<file path="config.mk">
export PLATFORM = sky130hd
export DESIGN_NAME = mem_port_arbiter
export DESIGN_NICKNAME = d
export VERILOG_FILES = /design/src/rtl/mem_port_arbiter.sv
export SDC_FILE = /design/constraint.sdc
export NUM_CORES = 1
export LEC_CHECK = 0
export ABC_CLOCK_PERIOD_IN_PS = 1900
export CAP_MARGIN = 20
export CORE_MARGIN = 4
export CORE_UTILIZATION = 37
export CTS_CLUSTER_DIAMETER = 50
export CTS_CLUSTER_SIZE = 12
export DETAILED_ROUTE_END_ITERATION = 16
export PLACE_DENSITY = 0.77
export SYNTH_ARGS = -nofsm -noshare
export SYNTH_HDL_FRONTEND = slang
export SYNTH_SLANG_ARGS = --single-unit
</file>
<file path="constraint.sdc">
create_clock -name clk -period 1.9 [get_ports clk]
set_clock_uncertainty 0.05 [all_clocks]
set_input_delay 0.285 -clock clk [delete_from_list [all_inputs] [get_ports clk]]
set_output_delay 0.285 -clock clk [all_outputs]
set_load 0.1 [all_outputs]
</file>
<file path="src/rtl/mem_port_arbiter.sv">
// rtl/mem_port_arbiter.sv - two-requester round-robin arbiter/sequencer for the unified memory port
// Optional build macro ARB_FIXED_PRIORITY_EN: CPU always wins a tie, last_gnt frozen at reset value.
module mem_port_arbiter #(
  parameter int ADDR_WIDTH = 32,
  parameter int DATA_WIDTH = 32,
  parameter int TIMEOUT    = 16
) (
  input  logic                  clk,
  input  logic                  reset,
  input  logic                  cpu_req,
  input  logic                  cpu_we,
  input  logic [ADDR_WIDTH-1:0] cpu_addr,
  input  logic [DATA_WIDTH-1:0] cpu_wdata,
  output logic                  cpu_gnt,
  output logic                  cpu_done,
  output logic [DATA_WIDTH-1:0] cpu_rdata,
  input  logic                  dma_req,
  input  logic                  dma_we,
  input  logic [ADDR_WIDTH-1:0] dma_addr,
  input  logic [DATA_WIDTH-1:0] dma_wdata,
  output logic                  dma_gnt,
  output logic                  dma_done,
  output logic [DATA_WIDTH-1:0] dma_rdata,
  output logic                  mem_valid,
  output logic                  mem_we,
  output logic [ADDR_WIDTH-1:0] mem_addr,
  output logic [DATA_WIDTH-1:0] mem_wdata,
  input  logic                  mem_ready,
  input  logic [DATA_WIDTH-1:0] mem_rdata,
  output logic                  err
);

  typedef enum logic [1:0] {IDLE, BUSY, DONE} state_t;

  localparam int              CW       = $clog2(TIMEOUT) + 1;
  localparam logic [CW-1:0]   CNT_LAST = CW'(TIMEOUT - 1);
  localparam logic [CW-1:0]   CNT_MAX  = {CW{1'b1}};
  localparam logic            GNT_CPU  = 1'b0;
  localparam logic            GNT_DMA  = 1'b1;

  state_t        state;
  state_t        state_nxt;
  logic          owner;
  logic          last_gnt;
  logic          err_q;
  logic [CW-1:0] cnt;
  logic          any_req;
  logic          pick_dma;
  logic          timed_out;

  always_comb begin
    any_req = cpu_req | dma_req;
`ifdef ARB_FIXED_PRIORITY_EN
    pick_dma = dma_req & ~cpu_req;
`else
    pick_dma = dma_req & (~cpu_req | (last_gnt == GNT_CPU));
`endif
    timed_out = (cnt >= CNT_LAST);
  end

  always_ff @(posedge clk or negedge reset) begin
    if (!reset) begin
      state <= IDLE;
    end else begin
      state <= state_nxt;
    end
  end

  always_comb begin
    state_nxt = state;
    case (state)
      IDLE:    if (any_req) state_nxt = BUSY;
      BUSY:    if (mem_ready || timed_out) state_nxt = DONE;
      DONE:    state_nxt = IDLE;
      default: state_nxt = IDLE;
    endcase
  end

  // Outputs decode only flops, so nothing ripples from inputs to outputs.
  always_comb begin
    mem_valid = (state == BUSY);
    cpu_gnt   = (state != IDLE) && (owner == GNT_CPU);
    dma_gnt   = (state != IDLE) && (owner == GNT_DMA);
    cpu_done  = (state == DONE) && (owner == GNT_CPU);
    dma_done  = (state == DONE) && (owner == GNT_DMA);
    err       = (state == DONE) && err_q;
  end

  always_ff @(posedge clk or negedge reset) begin
    if (!reset) begin
      owner     <= GNT_CPU;
      last_gnt  <= GNT_DMA;
      err_q     <= 1'b0;
      cnt       <= '0;
      mem_we    <= 1'b0;
      mem_addr  <= '0;
      mem_wdata <= '0;
      cpu_rdata <= '0;
      dma_rdata <= '0;
    end else begin
      case (state)
        IDLE: begin
          if (any_req) begin
            owner <= pick_dma;
`ifndef ARB_FIXED_PRIORITY_EN
            last_gnt <= pick_dma;
`endif
            err_q     <= 1'b0;
            cnt       <= '0;
            mem_we    <= pick_dma ? dma_we    : cpu_we;
            mem_addr  <= pick_dma ? dma_addr  : cpu_addr;
            mem_wdata <= pick_dma ? dma_wdata : cpu_wdata;
          end
        end
        BUSY: begin
          if (mem_ready) begin
            err_q <= 1'b0;
            if (owner == GNT_DMA) dma_rdata <= mem_we ? '0 : mem_rdata;
            else                  cpu_rdata <= mem_we ? '0 : mem_rdata;
          end else if (timed_out) begin
            err_q <= 1'b1;
            if (owner == GNT_DMA) dma_rdata <= '0;
            else                  cpu_rdata <= '0;
          end else if (cnt != CNT_MAX) begin
            cnt <= cnt + 1'b1;
          end
        end
        default: ;
      endcase
    end
  end

endmodule

</file>
==> results by group, run 1 <==
Timing
  • Final period utilization: 1.053
  • Hold Vio Cnt, Final: 0
  • Final Max Slew Viols: 0
  • RSZ-0062 raised after global routing: yes
  • Final setup violation count: 68
  • Minimum clock period: 2.001 ns
  • Slack of the critical path: -0.1008 ns
  • F_max: 499.8 MHz
  • Least-Margin Pin Slew: 0.4530 ns
  • Slew HR: 0.6980

Global routing
  • Pin count of the biggest net entering global routing: 70
  • Initial antenna violation count: 2
  • Overflow left after global routing: 0
  • Vias in the first global route: 5620
  • Global-route wire length before repair: 30400 um
  • Overall routing resource usage: 0.1975

Synthesis
  • Yosys warnings: 0
  • Netlist cell types: 39
  • Syn Area/Cell: around 12 um^2
  • Post-synthesis cell count: 517
  • Seq cells post-synth: 139
  • Sequential area share after synthesis: 0.5529
  • Mapped Area: between 0.006 and 0.007 mm^2
  • Synthesized net count: 687

Final layout
  • Post-layout util: 0.6314
  • Diodes inserted: 0
  • Most frequent cells in the layout: 165 x clkdlybuf4s50_1, 158 x buf_4, 138 x dfrtp_1
  • Area Overhead vs Synth: 66.96%
  • Proportion of layout cells with a drive suffix above 1: 0.3411
  • Final Net Count: around 1000
  • Commonest non-fill, non-tap cell in the layout: clkdlybuf4s50_1

CTS
  • CTS tree: done
  • Clock transition at path regs: 0.06 ns
  • Clk Tree Root Cell: clkbuf_16
  • CTS H-tree lvls: 4
  • Clock Path Buffers: 2
  • Clk_lat worst skew: 0.41 ns
  • Cts bufs inserted: 17
  • CTS Sinks: 139

Floorplanning
  • Starting Density: 0.3782
  • Core area: around 0.017 mm^2
  • Full die area: 0.01916 mm^2
  • Row count: 47
  • Die height: 138.4 um
  • Num ports: just over 300
  • Die Width: roughly 140 um

Critical path
  • Crit start category: register
  • R2R Setup Slk: -0.10 ns
  • Setup crit end kind: register
  • Critical path class: register to register
  • Worst Path Arrival: 2.24 ns
  • Critical path peak fanout: 21
  • WP data required: 2.14 ns

Hold path
  • Hold WC Path Type: primary input to asynchronous set/reset pin

Status
  • Failing checks: setup timing
  • Status: finished with violations

Detailed routing
  • Top Layer Used: met5
  • Vias per std cell: 5.003
  • Met1 Wirelength: 7734 um
  • Met3 routed WL: 1438 um
  • Detailed-route DRC error count: 0
  • DR iter-0 viols: about 190
  • 1st-pass router iterations: 4
  • Routed met2 length: 9938 um
  • Final WL: 19600 um
  • ANT nets after route: 0
  • Routed WL per cell: 18.21 um
  • Via count: 5383

Placed design
  • Dpl ws: -0.4482 ns
  • Detailed Place HPWL: roughly 15000 um
  • GPL Wtd Cong: 0.8075
  • Buffers on Ports: 301

Flow run
  • # Max-Cap Violations: 0
-- routing by layer --
metal / vias up / track usage
li1: 2495 / -
met1: 2610 / 0.2332
met2: 238 / 0.3404
met3: 36 / 0.05905
met4: 4 / 0.07436
met5: - / 0
-- cells by family (layout without fill, tap and decap cells) --
logic type | Yosys count | in the layout | synth area share
AND/OR/NAND/NOR | 52 | 52 | 0.05427
buffers and inverters | 42 | 381 | 0.03618
adder cells (fa/ha/maj) | 3 | 3 | 0.005965
AO/OA/AOI/OAI | 146 | 146 | 0.1237
flip-flops | 139 | 139 | 0.5529
multiplexers | 133 | 133 | 0.2243
XOR/XNOR | 2 | 2 | 0.002784
-- synthesized netlist by cell type --
| cell | instances | area share |
|---|---|---|
| a211oi_4 | 2 | 0.0064 |
| a21boi_1 | 1 | 0.0012 |
| a21o_1 | 1 | 0.0012 |
| a21oi_1 | 3 | 0.0024 |
| a22o_1 | 1 | 0.0014 |
| a31oi_1 | 1 | 0.00099 |
| and2_1 | 32 | 0.032 |
| and3_1 | 1 | 0.00099 |
| and3b_1 | 1 | 0.0014 |
| buf_2 | 4 | 0.0032 |
| buf_4 | 5 | 0.0060 |
| buf_6 | 6 | 0.011 |
| clkbuf_1 | 22 | 0.013 |
| clkbuf_2 | 1 | 0.00079 |
| dfrtp_1 | 138 | 0.55 |
| dfstp_2 | 1 | 0.0042 |
| ha_1 | 3 | 0.0060 |
| inv_1 | 4 | 0.0024 |
| mux2_1 | 47 | 0.084 |
| mux2_2 | 17 | 0.030 |
| mux2i_1 | 69 | 0.11 |
| nand2_1 | 1 | 0.00060 |
| nand2b_1 | 1 | 0.00099 |
| nand3_1 | 2 | 0.0016 |
| nand4_4 | 1 | 0.0034 |
| nand4b_1 | 1 | 0.0014 |
| nor2_1 | 4 | 0.0024 |
| nor2_2 | 1 | 0.00099 |
| nor2b_1 | 2 | 0.0020 |
| nor3_1 | 1 | 0.00079 |
| nor3_4 | 1 | 0.0026 |
| nor3b_1 | 2 | 0.0024 |
| o21ai_0 | 129 | 0.10 |
| o21ai_1 | 6 | 0.0048 |
| o2bb2ai_1 | 1 | 0.0014 |
| o31a_1 | 1 | 0.0014 |
| or2_1 | 1 | 0.00099 |
| xnor2_1 | 1 | 0.0014 |
| xor2_1 | 1 | 0.0014 |
-- critical path: stages, from the launching register on --
cell and delay (ns):
dfrtp_1 0.36, ha_2 0.18, and3_4 0.20, ha_4 0.14, nor3_4 0.06, a211oi_4 0.29
buf_12 0.24, mux2_2 0.35
-- layout make-up --
class / count / area (um^2)
inverter: 4 / 18.77
multi-input combinational: 336 / 2894
clock buffer: 22 / 464.2
timing repair buffer: 346 / 3262
tap: 220 / 275.3
clock inverter: 9 / 113.9
sequential: 139 / 3480
fill: 1262 / 6135
-- state kept, by name, summed over array words and instances, names as in the netlist --
name,count
cnt,5
cpu_rdata,32
dma_rdata,32
err_q,1
last_gnt,1
mem_addr,32
mem_wdata,32
mem_we,1
owner,1
state,2
-- repair_timing --
item,CTS,global route
buffers inserted,3,2
pin swaps,0,1
hold buffers,1,0
gates resized for setup,3,2
endpoints found under the hold margin,43,0
endpoints found under the setup margin,70,70
-- per-stage QoR --
step           cells  instance area, um^2  setup TNS, ns  hold slack, ns
2_1_floorplan    517                 6555         -7.831        -0.06059
4_1_cts         1073                10470         -5.132          0.3326
6_report        1076                10510         -5.344          0.3262
3_5_place_dp    1038                 9849         -26.54          0.1961
5_1_grt         1076                10510         -9.649          0.3601
3_3_place_gp    1038                 9849         -20.54          0.1947
-- final timing paths --
check	startpoint	end	cells past startpoint
max in group asynchronous	reset	mem_addr[29]$_DFFE_PN0P_	3
hold reg to reg	mem_addr[17]$_DFFE_PN0P_	mem_addr[17]$_DFFE_PN0P_	2
setup reg to reg	cnt[0]$_DFFE_PN0P_	cpu_rdata[31]$_DFFE_PN0P_	7
setup / recovery	cnt[0]$_DFFE_PN0P_	cpu_rdata[31]$_DFFE_PN0P_	7
hold / removal	reset	dma_rdata[6]$_DFFE_PN0P_	2
min in group clk	cpu_wdata[13]	mem_wdata[13]$_DFFE_PN0P_	3
Power of run 1 is not shown: default switching activity piles up to over one toggle a cycle in this logic, so the estimate is an artifact.
==> run 2: changes to the inputs <==
Settings changed: CORE_MARGIN 4 to 2.
==> run 2 against run 1 <==
The flow still finishes with violations (setup timing). Wire length down 5.5%. First-iteration DRC count up 12%. Non-clock buffer count down 6. Flip-flop and latch count unchanged. Final area down 0.18%. Critical path type unchanged. Critical endpoint unchanged. Largest cell class unchanged.
==> results by group, run 2 (synthesized netlist as in run 1, its figures left out) <==
Timing
  • RSZ-0062 raised after global routing: yes
  • Worst hold slack: 0.2900 ns
  • Final setup violation count: 64
  • Hold Vio Cnt, Final: 0
  • Final period utilization: 1.064
  • Final Max Slew Viols: 0
  • Slack of the critical path: -0.1213 ns
  • Least-Margin Pin Slew: ~0.56 ns
  • F_max: 494.7 MHz
  • Minimum clock period: about 2.0 ns
  • Slew HR: 0.6246

CTS
  • Clock Path Buffers: 2
  • Clk Tree Root Cell: clkbuf_16
  • CTS tree: done
  • Cts bufs inserted: 17
  • CTS H-tree lvls: 4
  • Clk_lat worst skew: 0.41 ns
  • Clock transition at path regs: 0.06 ns
  • CTS Sinks: about 140

Global routing
  • Initial antenna violation count: 0
  • Pin count of the biggest net entering global routing: 60
  • Global-route wire length before repair: a little under 30000 um
  • Overflow left after global routing: 0
  • Overall routing resource usage: 0.2099
  • Vias in the first global route: 5700

Critical path
  • Worst R2R End: cpu_rdata[31]$_DFFE_PN0P_
  • Crit-path cells: ha_2 > and3_4 > ha_4 > nor3_4 > a211oi_4 > buf_12 > mux2_2
  • Setup crit end kind: register
  • Reg2reg path depth: 7
  • R2R Setup Slk: -0.12 ns
  • Critical path peak fanout: 32
  • Worst reg2reg path startpoint: cnt[0]$_DFFE_PN0P_
  • Slowest-stage cell, CP: mux2_2
  • WP data required: 2.14 ns
  • Crit start category: register
  • Crit path launch: cnt[0]$_DFFE_PN0P_
  • Critical path class: register to register
  • Worst Path Arrival: 2.26 ns
  • Worst path max stage delay: 0.37 ns

Final layout
  • Post-layout util: 0.6325
  • Diodes inserted: 0
  • Commonest non-fill, non-tap cell in the layout: clkdlybuf4s50_1
  • Most frequent cells in the layout: 165 x clkdlybuf4s50_1, 152 x buf_4, 137 x dfrtp_1
  • Area Overhead vs Synth: 66.66%
  • Cell Count, Final, Fillers Out: between 1000 and 1500
  • Proportion of layout cells with a drive suffix above 1: 0.3420
  • Final Net Count: 1008

Detailed routing
  • Final WL: 18520 um
  • Top Layer Used: met4
  • Routed met2 length: 9486 um
  • Vias per std cell: between 4 and 5
  • DR iter-0 viols: 212
  • Met3 routed WL: 1405 um
  • Met1 Wirelength: between 7000 and 8000 um
  • Routed WL per cell: 17.29 um
  • ANT nets after route: 0
  • 1st-pass router iterations: 4
  • Detailed-route DRC error count: 0
  • Via count: 5342

Placed design
  • Buffers on Ports: between 300 and 400
  • Placed Cells incl. Taps: 1034
  • Detailed Place HPWL: 13670 um
  • GPL Wtd Cong: 0.7879
  • Dpl ws: -0.3140 ns

Floorplanning
  • Starting Density: 0.3795
  • Num ports: 302
  • Full die area: 0.01807 mm^2
  • Die Width: roughly 130 um
  • Core area: roughly 0.017 mm^2
  • Row count: 47
  • Die height: 134.4 um

Hold path
  • Hold WC Path Type: primary input to asynchronous set/reset pin

Flow run
  • # Max-Cap Violations: 0

Status
  • Failing checks: setup timing
  • Status: finished with violations
[run 2: changes by cell type in the layout (fill, tap and decap cells not counted), moves of 2 or more]
cell,delta
buf_4,-6
inv_6,+5
clkbuf_1,-3
buf_12,-2
buf_6,+2
clkbuf_8,-2
[run 2: timing repair]
action                                 in CTS  in global routing
hold buffers                                1                  0
endpoints found under the hold margin      34                  0
pin swaps                                   0                  2
setup endpoints to repair                  70                 71
setup buffers                               3                  0
resized for setup                           7                  3
[run 2: worst max-delay path, delay by kind of cell, from the launching register on]
family / cells / cell delay [ns]
AO/OA/AOI/OAI: 1 / 0.24
flip-flops: 1 / 0.35
AND/OR/NAND/NOR: 2 / 0.26
adder cells (fa/ha/maj): 2 / 0.33
buffers and inverters: 1 / 0.29
multiplexers: 1 / 0.37
[run 2: routing by layer]
| layer | up-vias | track usage |
|---|---|---|
| li1 | 2487 | - |
| met1 | 2603 | 0.2473 |
| met2 | 229 | 0.3713 |
| met3 | 23 | 0.06009 |
| met4 | 0 | 0.06316 |
| met5 | - | 0 |
[run 2: final cells by class]
cell class	instances	area [um^2]
Multi-Input combinational cell	336	2910
Inverter	4	18.77
Fill cell	1302	6095
Timing Repair Buffer	340	3199
Clock buffer	17	425.4
Sequential cell	139	3481
Clock inverter	15	178.9
Tap cell	220	275.3
[run 2: metrics by stage]
step | area, um^2 | setup TNS, ns
2_1_floorplan | 6555 | -7.831
3_3_place_gp | 9794 | -15.38
3_5_place_dp | 9794 | -18.15
4_1_cts | 10460 | -5.942
5_1_grt | 10490 | -10.82
6_report | 10490 | -5.231
[run 2: how the worst max path moves through the flow]
| stage | end |
|---|---|
| detailed placement | dma_rdata[29]$_DFFE_PN0P_ |
| floorplan | dma_done |
| global placement | dma_rdata[19]$_DFFE_PN0P_ |
| finish | cpu_rdata[31]$_DFFE_PN0P_ |
| CTS | cpu_rdata[31]$_DFFE_PN0P_ |
| global route | cpu_rdata[30]$_DFFE_PN0P_ |
Power of run 2 is left out for the same reason.
==> run 3: changes to the inputs <==
Settings changed: MAX_ROUTING_LAYER set to met4.
==> run 3 against run 2 <==
The run still ends with setup timing left. Final area unchanged. Cell count stayed put. Wire length decreased by 0.14%. First-iteration DRC count did not move. Utilization unchanged. Count of clock-buffer cells in the layout did not move. Via count grew 0.17%. Sequential share of layout area did not move. Hold slack got worse by 0.0044 ns.
==> results by group, run 3 (synthesized netlist as in run 1, its figures left out) <==
Detailed routing
  • Final WL: 18490 um
  • Via count: ~5400
  • Routed WL per cell: 17.26 um
  • 1st-pass router iterations: 4
  • DR iter-0 viols: 212
  • Detailed-route DRC error count: 0
  • Vias per std cell: 4.996
  • ANT nets after route: 0

Timing
  • Minimum clock period: 2.023 ns
  • Least-Margin Pin Slew: 0.5552 ns
  • F_max: 494.2 MHz
  • RSZ-0062 raised after global routing: yes
  • Final Max Slew Viols: 0
  • Final period utilization: 1.065
  • Slack of the critical path: -0.1235 ns
  • Setup TNS: -5.352 ns
  • Final setup violation count: 64
  • Hold Vio Cnt, Final: 0
  • Slew HR: 0.6282

Floorplanning
  • Num ports: 302
  • Starting Density: 0.3795
  • Core area: 0.01658 mm^2
  • Die Width: 134.4 um
  • Full die area: 0.01807 mm^2
  • Die height: 134.4 um
  • Row count: 47

Placed design
  • Dpl ws: -0.3140 ns
  • GPL Wtd Cong: 0.7989
  • Placed Cells incl. Taps: a little over 1000
  • Detailed Place HPWL: 13670 um
  • Buffers on Ports: approximately 300

Global routing
  • Global-route wire length before repair: 29800 um
  • Overall routing resource usage: 0.2161
  • Initial antenna violation count: 0
  • Vias in the first global route: 5705
  • Pin count of the biggest net entering global routing: 60
  • Overflow left after global routing: 0

Flow run
  • # Max-Cap Violations: 0

Critical path
  • Critical path class: register to register
  • Critical path peak fanout: 32
  • Slowest-stage cell, CP: mux2_2
  • Worst Path Arrival: between 2 and 2.5 ns
  • R2R Setup Slk: -0.12 ns
  • Crit start category: register
  • Crit-path cells: ha_2 > and3_4 > ha_4 > nor3_4 > a211oi_4 > buf_12 > mux2_2
  • WP data required: ~2.1 ns
  • Worst path max stage delay: roughly 0.37 ns
  • Reg2reg path depth: 7
  • Setup crit end kind: register

Status
  • Failing checks: setup timing
  • Status: finished with violations

CTS
  • Clock Path Buffers: 2
  • Clk_lat worst skew: just over 0.4 ns
  • CTS tree: done
  • Clk Tree Root Cell: clkbuf_16
  • Cts bufs inserted: 17
  • Clock transition at path regs: 0.06 ns
  • CTS Sinks: 139
  • CTS H-tree lvls: 4

Hold path
  • Hold WC Path Type: primary input to asynchronous set/reset pin

Final layout
  • Proportion of layout cells with a drive suffix above 1: 0.3420
  • Most frequent cells in the layout: 165 x clkdlybuf4s50_1, 152 x buf_4, 137 x dfrtp_1
  • Final Net Count: 1008
  • Cell Count, Final, Fillers Out: 1071
  • Post-layout util: 0.6325
  • Diodes inserted: 0
  • Commonest non-fill, non-tap cell in the layout: clkdlybuf4s50_1
  • Area Overhead vs Synth: 66.66%
[run 3: cell counts in the layout (fill, tap and decap cells not counted)]
No cell type changed its count.
[run 3: metrics by stage]
step	instance area, um^2	hold slack (ns)
after floorplan	6555	-0.06059
after global placement	9794	0.1559
after detailed placement	9794	0.1606
after CTS	10460	0.2887
after global routing	10490	0.2986
final	10490	0.2856
[run 3: layout make-up]
class | count | area (um^2)
Timing Repair Buffer | 340 | 3199
Fill cell | 1302 | 6095
Multi-Input combinational cell | 336 | 2910
Sequential cell | 139 | 3481
Tap cell | 220 | 275.3
Inverter | 4 | 18.77
Clock buffer | 17 | 425.4
Clock inverter | 15 | 178.9
[run 3: routing by layer]
metal  part of all wire  up-vias  global-route usage
met2               0.51      226              0.3719
met5                  0        -                   -
met3              0.064       24             0.04837
met4              0.015        0             0.06491
li1                   -     2489                   -
met1               0.41     2612              0.2533
[run 3: timing repair]
item,in CTS,in global routing
setup endpoints to repair,70,71
hold endpoints to repair,34,0
setup buffers,3,0
gates resized for setup,7,3
hold buffers,1,0
pin swaps,0,2
[run 3: final timing paths]
kind | from | end
max | cnt[0]$_DFFE_PN0P_ | cpu_rdata[31]$_DFFE_PN0P_
min | reset | dma_rdata[19]$_DFFE_PN0P_
max reg2reg | cnt[0]$_DFFE_PN0P_ | cpu_rdata[31]$_DFFE_PN0P_
min reg2reg | mem_addr[0]$_DFFE_PN0P_ | mem_addr[0]$_DFFE_PN0P_
max in group asynchronous | reset | cpu_rdata[31]$_DFFE_PN0P_
min in group clk | cpu_addr[2] | mem_addr[2]$_DFFE_PN0P_
[run 3: critical path, delay by kind of cell (launching register included)]
kind / cells / cell delay, ns
AO/OA/AOI/OAI: 1 / 0.24
adder cells (fa/ha/maj): 2 / 0.33
AND/OR/NAND/NOR: 2 / 0.26
buffers and inverters: 1 / 0.29
multiplexers: 1 / 0.37
flip-flops: 1 / 0.35
Power of run 3 is left out for the same reason.
